<file path="src/rtl/iram_download_loader_pkg.sv">
// Shared types and constants for the IRAM download loader and its bus.
package iram_download_loader_pkg;

   localparam int unsigned SYS_ADDR_W = 8;
   localparam int unsigned SYS_DATA_W = 32;

   typedef struct packed {
      logic [SYS_ADDR_W-1:0] waddr;
      logic [SYS_ADDR_W-1:0] raddr;
      logic [SYS_DATA_W-1:0] wdata;
   } sys_peripheral_t;

   typedef struct packed {
      logic wen;
      logic ren;
   } sel_t;

   typedef enum logic [2:0] {
      IDLE = 3'd0,
      SYNC = 3'd1,
      LEN0 = 3'd2,
      LEN1 = 3'd3,
      DATA = 3'd4,
      CSUM = 3'd5,
      DONE = 3'd6,
      ERR  = 3'd7
   } loader_state_e;

   typedef enum logic [2:0] {
      NONE      = 3'd0,
      BAD_LEN   = 3'd1,
      BAD_SUM   = 3'd2,
      TIMEOUT   = 3'd3,
      MODE_LOST = 3'd4
   } loader_err_e;

   localparam logic [7:0] LOADER_SYNC_BYTE = 8'hA5;

   localparam logic [SYS_ADDR_W-1:0] REG_CTRL  = SYS_ADDR_W'(0);
   localparam logic [SYS_ADDR_W-1:0] REG_COUNT = SYS_ADDR_W'(1);
   localparam logic [SYS_ADDR_W-1:0] REG_CSUM  = SYS_ADDR_W'(2);

   localparam int unsigned CTRL_ARM_BIT   = 0;
   localparam int unsigned CTRL_ABORT_BIT = 1;

endpackage

</file>
<file path="src/rtl/iram_download_loader_if.sv">
// UART RX byte stream plus system peripheral bus seen by the loader.
interface iram_download_loader_if;
   import iram_download_loader_pkg::*;

   logic [7:0]      rx_data;
   logic            rx_valid;
   logic            rx_ready;
   sys_peripheral_t sys_share;
   sel_t            sel;
   logic [31:0]     rdata;

   modport master (
      output rx_data, rx_valid, sys_share, sel,
      input  rx_ready, rdata
   );

   modport slave (
      input  rx_data, rx_valid, sys_share, sel,
      output rx_ready, rdata
   );

endinterface

</file>
<file path="src/rtl/iram_download_loader_word_packer.sv">
// Packs accepted bytes little-endian into 32-bit words; word_ready pulses the cycle after byte 3.
module loader_word_packer (
   input  logic        hb_clk,
   input  logic        rst_sync,
   input  logic        clear,
   input  logic        byte_en,
   input  logic [7:0]  byte_data,
   output logic [1:0]  lane,
   output logic        word_ready,
   output logic [31:0] word
);

   // Shifting in from the top leaves byte 0 in [7:0] once four bytes have arrived.
   always_ff @(posedge hb_clk or posedge rst_sync) begin
      if (rst_sync) begin
         lane       <= 2'd0;
         word_ready <= 1'b0;
         word       <= 32'd0;
      end else begin
         word_ready <= byte_en && !clear && (lane == 2'd3);
         if (clear) begin
            lane <= 2'd0;
         end else if (byte_en) begin
            lane <= 2'(lane + 2'd1);
            word <= {byte_data, word[31:8]};
         end
      end
   end

endmodule

</file>
<file path="src/rtl/iram_download_loader.sv">
// Framed UART download into user IRAM with length/checksum checking and bus status.
// Optional inter-byte timeout enabled by defining LOADER_TIMEOUT_EN.
module iram_download_loader
   import iram_download_loader_pkg::*;
#(
   parameter int unsigned ADDR_W      = 12,
   parameter logic [23:0] TIMEOUT_CYC = 24'd12000000
) (
   input  logic                  hb_clk,
   input  logic                  rst_sync,
   iram_download_loader_if.slave bus,
   input  logic                  download_mode,
   output logic                  iram_we,
   output logic [ADDR_W-1:0]     iram_waddr,
   output logic [31:0]           iram_wdata
);

   localparam int unsigned LEN_W     = 16;
   localparam logic [16:0] MAX_WORDS = 17'(17'd1 << ADDR_W);

   loader_state_e state_q, state_d;
   loader_err_e   err_q, err_d;

   logic [7:0]       len_lo_q;
   logic [LEN_W-1:0] len_q;
   logic [LEN_W-1:0] words_rcvd_q;
   logic [LEN_W-1:0] words_written_q;
   logic [7:0]       csum_q;
   logic             rx_ready_q;
   logic [31:0]      rdata_q;

   logic             ctrl_wr_c, arm_c, abort_c, byte_ok_c, busy_c, done_c;
   logic             timeout_c, last_word_c;
   logic             restart_c, len_lo_ld_c, len_ld_c, data_byte_c;
   logic [LEN_W-1:0] len_c;
   logic [1:0]       pk_lane;
   logic             pk_word_ready;
   logic [31:0]      pk_word;

   assign ctrl_wr_c   = bus.sel.wen && (bus.sys_share.waddr == REG_CTRL);
   assign arm_c       = ctrl_wr_c && bus.sys_share.wdata[CTRL_ARM_BIT];
   assign abort_c     = ctrl_wr_c && bus.sys_share.wdata[CTRL_ABORT_BIT];
   // A same-cycle ARM/ABORT command takes precedence and drops the byte.
   assign byte_ok_c   = bus.rx_valid && rx_ready_q && !(arm_c || abort_c);
   assign busy_c      = state_q inside {SYNC, LEN0, LEN1, DATA, CSUM};
   assign done_c      = (state_q == DONE);
   assign len_c       = {bus.rx_data, len_lo_q};
   assign last_word_c = (LEN_W'(words_rcvd_q + LEN_W'(1)) == len_q);

`ifdef LOADER_TIMEOUT_EN
   logic [23:0] tmo_cnt_q;
   logic        timed_c;

   assign timed_c   = state_q inside {LEN0, LEN1, DATA, CSUM};
   assign timeout_c = timed_c && (tmo_cnt_q == TIMEOUT_CYC);

   always_ff @(posedge hb_clk or posedge rst_sync) begin
      if (rst_sync) begin
         tmo_cnt_q <= 24'd0;
      end else if (!timed_c || (bus.rx_valid && rx_ready_q)) begin
         tmo_cnt_q <= 24'd0;
      end else if (tmo_cnt_q != TIMEOUT_CYC) begin
         tmo_cnt_q <= 24'(tmo_cnt_q + 24'd1);
      end
   end
`else
   logic unused_timeout_cfg;
   assign unused_timeout_cfg = ^TIMEOUT_CYC;
   assign timeout_c          = 1'b0;
`endif

   logic unused_wdata_bits;
   assign unused_wdata_bits = ^bus.sys_share.wdata[31:2];

   always_ff @(posedge hb_clk or posedge rst_sync) begin
      if (rst_sync) begin
         state_q <= IDLE;
         err_q   <= NONE;
      end else begin
         state_q <= state_d;
         err_q   <= err_d;
      end
   end

   // Next state: bus commands, then mode loss / timeout, then frame parsing.
   always_comb begin
      state_d     = state_q;
      err_d       = err_q;
      restart_c   = 1'b0;
      len_lo_ld_c = 1'b0;
      len_ld_c    = 1'b0;
      data_byte_c = 1'b0;
      if (abort_c) begin
         state_d   = IDLE;
         err_d     = NONE;
         restart_c = 1'b1;
      end else if (arm_c && download_mode && !busy_c) begin
         state_d   = SYNC;
         err_d     = NONE;
         restart_c = 1'b1;
      end else if (busy_c && !download_mode) begin
         state_d = ERR;
         err_d   = MODE_LOST;
      end else if (timeout_c) begin
         state_d = ERR;
         err_d   = TIMEOUT;
      end else if (byte_ok_c) begin
         case (state_q)
            SYNC: begin
               if (bus.rx_data == LOADER_SYNC_BYTE) state_d = LEN0;
            end
            LEN0: begin
               len_lo_ld_c = 1'b1;
               state_d     = LEN1;
            end
            LEN1: begin
               len_ld_c = 1'b1;
               if ((len_c == '0) || ({1'b0, len_c} > MAX_WORDS)) begin
                  state_d = ERR;
                  err_d   = BAD_LEN;
               end else begin
                  state_d = DATA;
               end
            end
            DATA: begin
               data_byte_c = 1'b1;
               if ((pk_lane == 2'd3) && last_word_c) state_d = CSUM;
            end
            CSUM: begin
               if (bus.rx_data == csum_q) begin
                  state_d = DONE;
               end else begin
                  state_d = ERR;
                  err_d   = BAD_SUM;
               end
            end
            default: ;
         endcase
      end
   end

   always_ff @(posedge hb_clk or posedge rst_sync) begin
      if (rst_sync) begin
         rx_ready_q      <= 1'b0;
         len_lo_q        <= 8'd0;
         len_q           <= '0;
         words_rcvd_q    <= '0;
         words_written_q <= '0;
         csum_q          <= 8'd0;
      end else begin
         rx_ready_q <= state_d inside {SYNC, LEN0, LEN1, DATA, CSUM};
         if (restart_c) begin
            len_lo_q        <= 8'd0;
            len_q           <= '0;
            words_rcvd_q    <= '0;
            words_written_q <= '0;
            csum_q          <= 8'd0;
         end else begin
            if (len_lo_ld_c) len_lo_q <= bus.rx_data;
            if (len_ld_c)    len_q    <= len_c;
            if (data_byte_c) csum_q   <= 8'(csum_q + bus.rx_data);
            if (data_byte_c && (pk_lane == 2'd3))
               words_rcvd_q <= LEN_W'(words_rcvd_q + LEN_W'(1));
            if (pk_word_ready)
               words_written_q <= LEN_W'(words_written_q + LEN_W'(1));
         end
      end
   end

   loader_word_packer u_packer (
      .hb_clk     (hb_clk),
      .rst_sync   (rst_sync),
      .clear      (restart_c),
      .byte_en    (data_byte_c),
      .byte_data  (bus.rx_data),
      .lane       (pk_lane),
      .word_ready (pk_word_ready),
      .word       (pk_word)
   );

   assign iram_we    = pk_word_ready;
   assign iram_wdata = pk_word;
   assign iram_waddr = ADDR_W'(words_written_q);

   // Status readback, registered like the other system peripherals.
   always_ff @(posedge hb_clk or posedge rst_sync) begin
      if (rst_sync) begin
         rdata_q <= 32'd0;
      end else if (bus.sel.ren) begin
         case (bus.sys_share.raddr)
            REG_CTRL:  rdata_q <= {24'd0, 3'(err_q), 3'(state_q), busy_c, done_c};
            REG_COUNT: rdata_q <= {16'd0, words_written_q};
            REG_CSUM:  rdata_q <= {24'd0, csum_q};
            default:   rdata_q <= 32'd0;
         endcase
      end
   end

   assign bus.rx_ready = rx_ready_q;
   assign bus.rdata    = rdata_q;

endmodule

</file>
<file path="src/flat_wrapper.sv">
// flat-port wrapper written by rule: the top's interface ports become plain ports
module iram_download_loader_flat import iram_download_loader_pkg::*;
#(
   parameter int unsigned ADDR_W      = 12,
   parameter logic [23:0] TIMEOUT_CYC = 24'd12000000
)
  (hb_clk, rst_sync, download_mode, iram_we, iram_waddr, iram_wdata, bus_rx_data, bus_rx_valid, bus_sys_share, bus_sel, bus_rx_ready, bus_rdata);
  iram_download_loader_if bus_i ();
  input  logic hb_clk;
  input  logic rst_sync;
  input  logic download_mode;
  output logic iram_we;
  output logic [ADDR_W-1:0] iram_waddr;
  output logic [31:0] iram_wdata;
  input wire logic [$bits(bus_i.rx_data)-1:0] bus_rx_data;
  input wire logic [$bits(bus_i.rx_valid)-1:0] bus_rx_valid;
  input wire logic [$bits(bus_i.sys_share)-1:0] bus_sys_share;
  input wire logic [$bits(bus_i.sel)-1:0] bus_sel;
  output wire logic [$bits(bus_i.rx_ready)-1:0] bus_rx_ready;
  output wire logic [$bits(bus_i.rdata)-1:0] bus_rdata;
  assign bus_i.rx_data = bus_rx_data;
  assign bus_i.rx_valid = bus_rx_valid;
  assign bus_i.sys_share = bus_sys_share;
  assign bus_i.sel = bus_sel;
  assign bus_rx_ready = bus_i.rx_ready;
  assign bus_rdata = bus_i.rdata;
  iram_download_loader #(.ADDR_W(ADDR_W), .TIMEOUT_CYC(TIMEOUT_CYC)) u_core (.hb_clk(hb_clk), .rst_sync(rst_sync), .bus(bus_i), .download_mode(download_mode), .iram_we(iram_we), .iram_waddr(iram_waddr), .iram_wdata(iram_wdata));
endmodule
</file>
<file path="config.mk">
export PLATFORM = sky130hd
export DESIGN_NAME = iram_download_loader_flat
export DESIGN_NICKNAME = d
export VERILOG_FILES = /design/src/rtl/iram_download_loader_pkg.sv /design/src/rtl/iram_download_loader_if.sv /design/src/rtl/iram_download_loader_word_packer.sv /design/src/rtl/iram_download_loader.sv /design/src/flat_wrapper.sv
export SDC_FILE = /design/constraint.sdc
export NUM_CORES = 1
export LEC_CHECK = 0
export CAP_MARGIN = 20
export CORE_MARGIN = 3
export CORE_UTILIZATION = 41
export DETAILED_ROUTE_END_ITERATION = 16
export PLACE_DENSITY = 0.78
export SYNTH_ARGS = -nofsm -noshare
export SYNTH_HDL_FRONTEND = slang
export SYNTH_SLANG_ARGS = --single-unit
</file>
<file path="constraint.sdc">
create_clock -name hb_clk -period 6.5 [get_ports hb_clk]
set_input_delay 0.975 -clock hb_clk [delete_from_list [all_inputs] [get_ports hb_clk]]
set_output_delay 0.975 -clock hb_clk [all_outputs]
set_load 0.03 [all_outputs]
</file>
### After elaboration in Yosys (flattened, before gate mapping)

Cells that the tools add are included.

* register bits: 138
* input bits: 62
* output and inout port bits: 78
* word-level logic and storage cells: 115

* $add $sub $neg: 4
* order comparisons: 1
* eq/ne operators: 19
* multiplexer cells: 46
* bitwise gates (word level): 1
* reductions and logical operators: 32

Operator list (number)
* $mux W16: 6
* $pmux W16 S3: 1
* $mux W3: 12
* $add A16 B1 Y16 const B: 2
* $mux W8: 4
* $mux W1: 18
* $eq A16 B16 Y1: 1
* $gt A16 B13 Y1 const B: 1
* $logic_not A16 Y1: 1
* $logic_not A8 Y1: 2
* $eq A3 B3 Y1 const B: 5
* $pmux W3 S5: 1
* $reduce_bool A5 Y1: 3
* $eq A3 B2 Y1 const B: 4
* $logic_and A1 B1 Y1: 12
* $ne A5 B4 Y1 const B: 2
* $reduce_bool A2 Y1: 5
* $add A8 B8 Y8: 1
* $eq A8 B1 Y1 const B: 1
* $eq A8 B2 Y1 const B: 1
* $eq A8 B8 Y1: 1
* $eq A8 B8 Y1 const B: 1
* $eq A3 B1 Y1 const B: 2
* $mux W2: 3
* 9 further kinds: 13

### Logic depth before layout (Yosys ltp)

Gate-level depths: netlist of run 1.

* word-level depth: 13
* depth in mapped cells: 9
* mapped depth without buffers: 9

### Cells and area by module

From an unflattened synthesis of run 1, not the netlist that was laid out.

* cells, all modules: 698
* area total of the unflattened synthesis: 6861.6 sq um

Modules (own cells, without submodules)
* iram_download_loader: instances 1, cells an instance 619, area an instance 5382.7 sq um, seq. area each 2177.1 sq um
* loader_word_packer: instances 1, cells an instance 79, area an instance 1478.9 sq um, seq. area each 875.8 sq um

### Least setup slack after synthesis of run 1

Ideal clock, no wire load.

* kind: input port to flip-flop
* start point: input port bus_rx_data[1]
* end point: register u_core.err_q[2]
* setup time: 0.121 ns
* arrival: 2.736 ns
* data required time: 6.379 ns
* path slack: 3.643 ns
* stages on the path: 7
* buffers on the path: 0
* cell sequence: or4_1 -> or4_4 -> nand4_1 -> a21boi_0 -> o21ai_0 -> o21ai_0 -> a22o_1

* cells in the longest elaborated chain, start to end: 4
* elaborated cells on any way between the ends: 7
* classes of those cells: 1 x order compare; 3 x eq/ne; 3 x reduce/logical

RTL lines
* start, declared: RTL line flat_wrapper.sv:15 `input wire logic [$bits(bus_i.rx_data)-1:0] bus_rx_data;`
* $gt A16 B13 Y1 / $logic_not A16 Y1 (equally long branches): RTL line iram_download_loader.sv:118 `if ((len_c == '0) || ({1'b0, len_c} > MAX_WORDS)) begin`
* $logic_or A1 B1 Y1: RTL line iram_download_loader.sv:118
* $ne A5 B4 Y1 (no line)
* $reduce_and A4 Y1 (no line) (*)
* end signal, assigned: RTL line iram_download_loader.sv:81 `err_q <= err_d;`
* end, declared: RTL line iram_download_loader.sv:22 `loader_err_e err_q, err_d;`

Every way passes the cells marked *; elsewhere a longest branch is shown, timed or not.
A chain may end at the register's enable or synchronous reset.

### Worst setup path after layout of run 1

* start point: input port bus_rx_data[1]
* end point: register u_core.rx_ready_q, in the netlist u_core.bus.rx_ready

* cells in the longest elaborated chain, start to end: 10
* elaborated cells on any way between the ends: 19
* classes of those cells: 1 x order compare; 7 x eq/ne; 8 x mux; 3 x reduce/logical

RTL lines
* $gt A16 B13 Y1 / $logic_not A16 Y1 (equally long branches): RTL line iram_download_loader.sv:118
* $logic_or A1 B1 Y1: RTL line iram_download_loader.sv:118
* $mux W2: RTL line iram_download_loader.sv:118
* $pmux W3 S5 (*): RTL line iram_download_loader.sv:108 `case (state_q)`
* $mux W3 (*): RTL line iram_download_loader.sv:107 `end else if (byte_ok_c) begin`
* $mux W3 (*): RTL line iram_download_loader.sv:101 `end else if (busy_c && !download_mode) begin`
* $mux W3 (*): RTL line iram_download_loader.sv:97 `end else if (arm_c && download_mode && !busy_c) begin`
* $mux W3 (*): RTL line iram_download_loader.sv:93 `if (abort_c) begin`
* $eq A3 B1 Y1 (tied with other cells): RTL line iram_download_loader.sv:151 `rx_ready_q <= state_d inside {SYNC, LEN0, LEN1, DATA, CSUM};`
* $reduce_bool A5 Y1 (*): RTL line iram_download_loader.sv:151
* end signal, assigned: RTL line iram_download_loader.sv:151
* end, declared: RTL line iram_download_loader.sv:29 `logic rx_ready_q;`

Marks and branches as above.

==> impl_metrics.ini, run 1 <==
[cts]
htree_levels = 4
ctsResizeCount = 0
cts_sinks = 122
cts_tree = done
cts_buffer_depth = 2
clkTransAtPathRegs_ns = 0.06
ctsHoldBuffers = 0
cts_setup_buffers = 0
clockRootBuffer = clkbuf_16
clock_latency_ns = 0.42
cts_made_buffers = 17

[timing]
min_period_ns = 3.241
finClkSkew_ns = 0.006180
worstMarginPinSlew_ns = 0.7875
hold_viol_final = 0
final.period_utilization_pct = 49.86
setup_viol = 0
hold_slack_ns = 0.4989
max_freq_mhz = 308.6
slew_viol_final = 0
rsz0062_at_grt = no
finalSetupTns_ns = 0
max_slew_margin_pct = 47.50

[floorplan]
die-area_sq_um = 17340
dieHeight_um = 131.7
rows = 45
core_sq_um = 15310
ios = 140
initial_utilization_pct = 42.28
fp.dieW_um = 131.7

[grt]
grt_pass1_wl_um = 25050
grt-ovfl-total = 0
antenna_found_initial = 0
grt_use_total_pct = 17.53
grt_start_max_net_pins = 65
grt_pass1_vias = 4920

[finish]
regArea_sq_um = 3053
layout.nets = 828
syn_to_final_growth_pct = 23.63
antenna_cells = 0
drive_gt1_share_pct = 9.126
num-fill-cells = 1392
multi_input_area_sq_um = 2998
fin_cells = 978

[route]
route.detailed.drc = 0
viasPerCell = 5.276
wire_per_inst_um = 15.16
wirelength_um = 14830
drt_pass1_iterations = 5
vias = 5160
drtAntennaViolNets = 0
drt-initial-drc-count = 388

[critical_path]
crit_chain = clkdlybuf4s50_1 -> or4_1 -> or4_4 -> a311oi_2 -> a2111o_1 -> o21ai_2 -> a22oi_1 -> a21boi_1
max_stage_delay_ns = 0.58
required_ns = 6.83
cp_top_family = simple AND/OR/NAND/NOR gates
criticalPathCategory = in -> reg
end_kind = register
crit_buf_inv = 1
worstPathArrival_ns = 3.57
cp-start-kind = input pin
cp_max_fo = 5
slowest_stage = or4_1

[logic_synthesis]
synthArstFlopShare_pct = 100.0
synth_ff_type = dfrtp_1
syn_area_per_cell_sq_um = 9.398
synth.top_cell.area_share_pct = 47.15
synth_commonest_cells = 122 x dfrtp_1, 73 x o21ai_0, 65 x nand2_1, 47 x nand3_1, 40 x nor2_1
ys_seq_area_share_pct = 47.15
synth_warnings = 0
synth_edf_count = 0
ys_top_cells_by_area = dfrtp_1 47%, o21ai_0 5.6%, mux2_2 4.3%
yosys_register_bits = 122
ys_types = 59
synthCells = 689
syn_area_sq_um = 6475
synth.most_common_cell = dfrtp_1
yosysTopAreaCell = dfrtp_1

[power_and_ir_drop]
peakVddDrop_mv = 0.2455
p_leak_uw = 0.003525
power_density_nw_per_um2 = 294.2

[placement]
place_inst = 946
place.gp.congestion = 0.8403
hpwl_um = 10350
io_buffers = 93

[min_path]
min_path_type = reg -> reg

[flow_run]
maxCapViolations = 0

[status]
status = finished clean
==> state kept, by name, summed over array words and instances, names as in the netlist <==
signal and cells:
u_core.err_q 3, u_core.len_lo_q 8, u_core.u_packer.lane 2, u_core.state_q 3, u_core.u_packer.word 32, u_core.len_q 16
u_core.words_written_q 16, u_core.u_packer.word_ready 1, u_core.bus.rdata 16, u_core.words_rcvd_q 16, u_core.csum_q 8, u_core.bus.rx_ready 1
==> cells by family after synthesis <==
kind of cell	count (synthesis)	share of synthesized area, %
other	1	0.05792
xor gates and xnor gates	41	5.758
DFF	122	47.15
and+or+nand+nor	231	17.84
adders and majority gates	12	2.435
buffers and inverters	101	7.497
AOI/OAI and AO/OA	147	13.53
muxes	34	5.739
==> routing by layer <==
metal  GRT usage, %  vias to the layer above  routed length (um)
met2          27.36                      141                7008
li1               -                     2504                   -
met5              0                        -                   0
met4          5.776                        0                 231
met1          23.41                     2494                6661
met3          5.245                       21                 928
==> path summary, 6_finish.rpt <==
kind,cells past startpoint,to,slack (ns),from
max,8,u_core.bus.rx_ready,3.26,bus_rx_data[1]
min,1,u_core.err_q[2],0.50,u_core.err_q[2]
max in group asynchronous,3,u_core.csum_q[0],4.17,rst_sync
min reg2reg,1,u_core.err_q[2],0.50,u_core.err_q[2]
min in group asynchronous,2,u_core.csum_q[1],1.04,rst_sync
max reg2reg,6,u_core.u_packer.word[3],3.80,u_core.state_q[2]
==> layout by cell type (no fill, tap or decap), types with 4 or more instances in the layout <==
| cell type | n |
|---|---|
| mux2i_1 | 9 |
| xor2_1 | 23 |
| or3_1 | 6 |
| conb_1 | 16 |
| xnor2_1 | 17 |
| o31ai_1 | 5 |
| nor4_1 | 9 |
| dfrtp_1 | 122 |
| a21oi_1 | 27 |
| buf_4 | 4 |
| a31oi_1 | 5 |
| nand3_1 | 46 |
| and4_1 | 4 |
| nand4_1 | 14 |
| nor3_1 | 9 |
| clkdlybuf4s50_1 | 93 |
| clkbuf_16 | 17 |
| o22ai_1 | 8 |
| inv_1 | 34 |
| and2_1 | 7 |
| nand2_1 | 65 |
| mux2_2 | 25 |
| nor2b_1 | 6 |
| o21ai_0 | 73 |
| a21o_1 | 4 |
| and3_1 | 8 |
| nor2_1 | 40 |
| ha_1 | 11 |
==> cell type report <==
type | instances | area share, %
clock buffers | 19 | 5.658
clock inverters | 13 | 1.782
inverters | 35 | 1.672
multi-input cells | 481 | 37.45
flip-flops and latches | 122 | 38.14
well taps | 211 | 3.298
repair buffers | 97 | 12.00
==> power by group <==
group	internal [uW]	leakage (uW)	total [uW]	switching (uW)
registers	848	0.00160	944	96.0
logic	209	0.00164	474	264
clock network	587	0.000290	938	351
==> through the flow <==
step                      cell area [sq um]  total power, uW  utilization, %  worst slack (ns)
after floorplan                        6531             1283               -             2.282
after global placement                 7410             1412           48.38             2.917
after detailed placement               7410             1423           48.38             2.886
after CTS                              8005             2371           52.27             3.277
after global routing                   8005             2481           52.27             3.101
final                                  8005             2355           52.27             3.259
==> worst register-to-register path: stages, from the launching register on <==
cell and delay, ns:
dfrtp_1 0.63, nor3_1 0.15, nor3_1 0.56, a21oi_1 0.17
nand3_2 0.16, buf_4 0.48, mux2_2 0.43
Note: power is estimated with default switching activity, not from simulation.
==> run 2: changes to the inputs <==
==> constraint.sdc (replaced) <==
create_clock -name hb_clk -period 3.35 [get_ports hb_clk]
set_input_delay 0.5025 -clock hb_clk [delete_from_list [all_inputs] [get_ports hb_clk]]
set_output_delay 0.5025 -clock hb_clk [all_outputs]
set_load 0.03 [all_outputs]
==> impl_metrics.ini, run 2 (synthesis gave the netlist of run 1 again) <==
[timing]
max_slew_margin_pct = 54.94
max_freq_mhz = 383.5
slew_viol_final = 0
hold_slack_ns = 0.5020
finClkSkew_ns = 0.007010
worstMarginPinSlew_ns = 0.6759
min_period_ns = 2.607
final.period_utilization_pct = 77.83
setup_viol = 0
finalSetupTns_ns = 0
hold_viol_final = 0
rsz0062_at_grt = no

[critical_path]
max_stage_delay_ns = 0.52
timing.rr.end = u_core.bus.rx_ready
slowest_stage = or4_1
crit_top_cell = o21ai_0
required_ns = 3.65
rr_worst_depth = 7
crit_chain = clkdlybuf4s50_1 -> or4_1 -> or4_4 -> nand4_1 -> a21boi_0 -> o21ai_0 -> o21ai_0 -> a22o_1
startpoint = bus_rx_data[2]
criticalPathCategory = in -> reg
worstPathArrival_ns = 2.91
end_kind = register
cp-start-kind = input pin
r2r_slack_ns = 0.84
cp_max_fo = 4
reg2reg_from = u_core.state_q[2]

[grt]
grt_start_max_net_pins = 123
antenna_found_initial = 0
grt_use_total_pct = 17.72
grt-ovfl-total = 0
grt_pass1_wl_um = 25160
grt_pass1_vias = 5071

[route]
drtAntennaViolNets = 0
wirelength_um = 14870
wire_per_inst_um = 15.11
drt_pass1_iterations = 4
vias = 5167
viasPerCell = 5.251
drt-initial-drc-count = 403
route.detailed.drc = 0

[cts]
cts_setup_buffers = 0
cts_made_buffers = 17
htree_levels = 4
cts_tree = done
ctsHoldBuffers = 0
cts_sinks = 122
ctsResizeCount = 0
cts_buffer_depth = 2
clockRootBuffer = clkbuf_16
clkTransAtPathRegs_ns = 0.06
clock_latency_ns = 0.41

[floorplan]
rows = 45
dieHeight_um = 131.7
initial_utilization_pct = 42.28
core_sq_um = 15310
die-area_sq_um = 17340
fp.dieW_um = 131.7
ios = 140

[finish]
layout_commonest_cell = dfrtp_1
layout.nets = 837
regMostFlops = u_core.u_packer.word
antenna_cells = 0
largest_register_ffs = 32
syn_to_final_growth_pct = 24.79
final_cell_mix = 122 x dfrtp_1, 93 x clkdlybuf4s50_1, 73 x o21ai_0
drive_gt1_share_pct = 9.702
num-fill-cells = 1369

[placement]
hpwl_um = 10410
io_buffers = 93
place.gp.congestion = 0.8462

[power_and_ir_drop]
power.total_uw = 4536
power_density_nw_per_um2 = 561.4
peakVddDrop_mv = 0.3996
p_leak_uw = 0.003561

[min_path]
holdPathStages = 1
hold-path-endpoint = u_core.u_packer.word[3]
min_path_type = reg -> reg
hp-start = u_core.u_packer.word[3]

[status]
status = finished clean

[flow_run]
maxCapViolations = 0
==> run 2: cell types whose count changed in the layout (fill, tap and decap cells not counted), moves of 2 or more <==
cell	delta
buf_12	+2
clkinv_4	-3
buf_4	+7
inv_6	-3
clkinvlp_4	+2
clkbuf_8	+2
==> run 2: cell type report <==
cell class / instances / area, sq um / area share (%)
inverters: 35 / 135.1 / 1.672
flip-flops and latches: 122 / 3053 / 37.78
multi-input cells: 481 / 2998 / 37.10
clock inverters: 7 / 92.59 / 1.146
well taps: 211 / 264.0 / 3.267
clock buffers: 22 / 484.2 / 5.993
repair buffers: 106 / 1054 / 13.04
==> run 2: worst max-delay path by stage <==
stage                 endpoint  depth (start not counted)
5_1_grt        u_core.err_q[2]                          8
2_1_floorplan  u_core.err_q[2]                          7
3_5_place_dp   u_core.err_q[2]                          8
4_1_cts        u_core.err_q[2]                          8
6_report       u_core.err_q[2]                          8
3_3_place_gp   u_core.err_q[2]                          8
==> run 2: critical path, delay by kind of cell <==
| kind | cells | cell delay, ns |
|---|---|---|
| compound gates | 4 | 0.78 |
| simple gates | 3 | 1.13 |
| buf+inv | 1 | 0.49 |
==> run 2: metrics by stage <==
step	worst slack, ns	area [sq um]	utilization (%)	instances
6_report	0.7427	8080	52.76	984
5_1_grt	0.6036	8080	52.76	984
4_1_cts	0.7738	8080	52.76	984
3_5_place_dp	0.3422	7503	49.00	955
3_3_place_gp	0.3862	7503	49.00	955
2_1_floorplan	0.9655	6535	-	704
==> run 2: where the power goes <==
part	switching, uW	total (uW)	internal, uW
Combinational	510	927	416
Sequential	186	1830	1650
Clock	621	1780	1160
==> run 2: metal layers <==
layer  track usage, %  vias to the layer above  part of all wire [%]
met4            5.718                        0                   1.4
met3            4.632                       19                   5.4
li1                 -                     2527                     -
met1            23.47                     2481                    46
met5                0                        -                     0
met2            28.48                      140                    48
==> run 3: changes to the inputs <==
--- a/config.mk
+++ b/config.mk
@@ -9,7 +9,7 @@
 export CORE_MARGIN = 3
 export CORE_UTILIZATION = 41
 export DETAILED_ROUTE_END_ITERATION = 16
-export PLACE_DENSITY = 0.78
+export PLACE_DENSITY = 0.8
 export SYNTH_ARGS = -nofsm -noshare
 export SYNTH_HDL_FRONTEND = slang
 export SYNTH_SLANG_ARGS = --single-unit
==> constraint.sdc (replaced) <==
create_clock -name hb_clk -period 2.2 [get_ports hb_clk]
set_input_delay 0.33 -clock hb_clk [delete_from_list [all_inputs] [get_ports hb_clk]]
set_output_delay 0.33 -clock hb_clk [all_outputs]
set_load 0.03 [all_outputs]
==> impl_metrics.ini, run 3 (synthesis gave the netlist of run 1 again) <==
[finish]
fin_cells = 1068
antenna_cells = 0
layout.nets = 918
num-fill-cells = 1247
final_cell_mix = 122 x dfrtp_1, 92 x clkdlybuf4s50_1, 85 x buf_4
regMostFlops = u_core.u_packer.word
syn_to_final_growth_pct = 38.49
design_area_sq_um = 8967
multi_input_area_sq_um = 3110
fin_util_pct = 58.55
layout_commonest_cell = dfrtp_1
drive_gt1_share_pct = 21.00
regArea_sq_um = 3053
largest_register_ffs = 32

[route]
drt_pass1_iterations = 5
wire_per_inst_um = 16.09
vias = 5728
route.detailed.drc = 0
wirelength_um = 17180
drtAntennaViolNets = 0
drt-initial-drc-count = 391
viasPerCell = 5.363

[timing]
setup_viol = 6
max_freq_mhz = 411.3
rsz0062_at_grt = yes
worstMarginPinSlew_ns = 0.5105
hold_viol_final = 0
finalSetupTns_ns = -0.7370
max_slew_margin_pct = 65.86
finClkSkew_ns = 0.01041
slew_viol_final = 0
setup_slack_ns = -0.2315
min_period_ns = 2.431
final.period_utilization_pct = 110.5

[floorplan]
rows = 45
ios = 140
die-area_sq_um = 17340
fp.dieW_um = 131.7
core_sq_um = 15310
initial_utilization_pct = 42.28
dieHeight_um = 131.7

[critical_path]
rr_worst_depth = 7
crit_chain = clkdlybuf4s50_1 -> or4_4 -> or4_4 -> a311oi_2 -> a2111o_1 -> buf_6 -> a22oi_2 -> a21boi_2
worstPathArrival_ns = 2.73
required_ns = 2.49
startpoint = bus_rx_data[3]
slowest_stage = or4_4
cp-start-kind = input pin
criticalPathCategory = in -> reg
timing.rr.end = u_core.bus.rx_ready
end_kind = register
reg2reg_from = u_core.len_lo_q[2]
max_stage_delay_ns = 0.58
cp_max_fo = 2
r2r_slack_ns = -0.22
crit_top_cell = or4_4

[status]
failed_checks = setup timing
status = finished, violations left

[grt]
grt_use_met1_pct = 24.79
grt_pass1_wl_um = 27780
grt_start_max_net_pins = 44
grt_use_total_pct = 19.70
top_usage_layer = met2
grt-ovfl-total = 0
grt_pass1_vias = 5679
antenna_found_initial = 0
grt.met2_usage_pct = 32.72
grtUsageMet3_pct = 5.360

[placement]
hpwl_um = 11950
io_buffers = 93
place_area_sq_um = 8129
place.gp.congestion = 0.8780
place_inst = 1030

[power_and_ir_drop]
p_leak_uw = 0.004060
power_density_nw_per_um2 = 874.0
p_comb_share_pct = 24.6
p_seq_share_pct = 35.3
peakVddDrop_mv = 1.165
internal_power_uw = 5529
swShare_pct = 29.45
power.switching_uw = 2308
pwr-share-clk_pct = 40.1
power.total_uw = 7837

[cts]
cts_made_buffers = 17
cts_tree = done
clockRootBuffer = clkbuf_16
clkTransAtPathRegs_ns = 0.06
cts_buffer_depth = 2
cts_sinks = 122
ctsHoldBuffers = 0
clock_latency_ns = 0.42
htree_levels = 4

[flow_run]
maxCapViolations = 0

[min_path]
min_path_type = in -> async
run 3: cell count changes in the layout (fill, tap and decap cells not counted), moves of 3 or more:
cell and change:
buf_4 +74, a21oi_1 -4, o21ai_0 -3, o21ai_2 +3, a21oi_2 +4, buf_12 +5
bufinv_16 +3, inv_6 +4
run 3: power by group through the flow:
stage	Clock (uW)	Combinational, uW	Sequential [uW]
after floorplan	0	1010	2790
after global placement	0	1690	2770
after detailed placement	0	1730	2780
after CTS	3180	1810	2750
after global routing	3290	2110	2790
final	3140	1930	2760
run 3: worst max-delay path by stage:
stage / cells past startpoint / slack (ns) / endpoint
floorplan: 7 / -0.09 / u_core.bus.rx_ready
global placement: 8 / -0.53 / u_core.bus.rx_ready
detailed placement: 8 / -0.61 / u_core.bus.rx_ready
CTS: 7 / -0.20 / u_core.bus.rx_ready
global route: 7 / -0.27 / u_core.bus.rx_ready
finish: 8 / -0.23 / u_core.bus.rx_ready
run 3: cell type report:
type,instances,share of cell area (%)
inverters,35,1.549
multi-input cells,481,34.69
repair buffers,187,19.34
clock inverters,12,2.344
clock buffers,20,5.093
well taps,211,2.944
flip-flops and latches,122,34.04
run 3: timing repair:
action,CTS,global route
pin swaps,12,11
setup endpoints to repair,7,22
gates resized for setup,9,19
buffers inserted,2,4
run 3: routing by layer:
| layer | vias to the layer above | wire length (um) | share of wire (%) |
|---|---|---|---|
| met5 | - | 0 | 0 |
| met4 | 0 | 279 | 1.6 |
| met3 | 25 | 1144 | 6.7 |
| met2 | 218 | 8427 | 49 |
| met1 | 2791 | 7329 | 43 |
| li1 | 2694 | - | - |
run 3: metrics by stage:
step | hold WS, ns | worst slack [ns]
floorplan | 0.4518 | -0.08588
global placement | 0.4866 | -0.5274
detailed placement | 0.4933 | -0.6099
CTS | 0.2766 | -0.2037
global route | 0.2884 | -0.2676
finish | 0.3062 | -0.2315
run 3: critical path, delay by kind of cell:
| family | cells | cell delay [ns] |
|---|---|---|
| AOI/OAI and AO/OA | 4 | 0.73 |
| buffers and inverters | 2 | 0.55 |
| and+or+nand+nor | 2 | 1.12 |
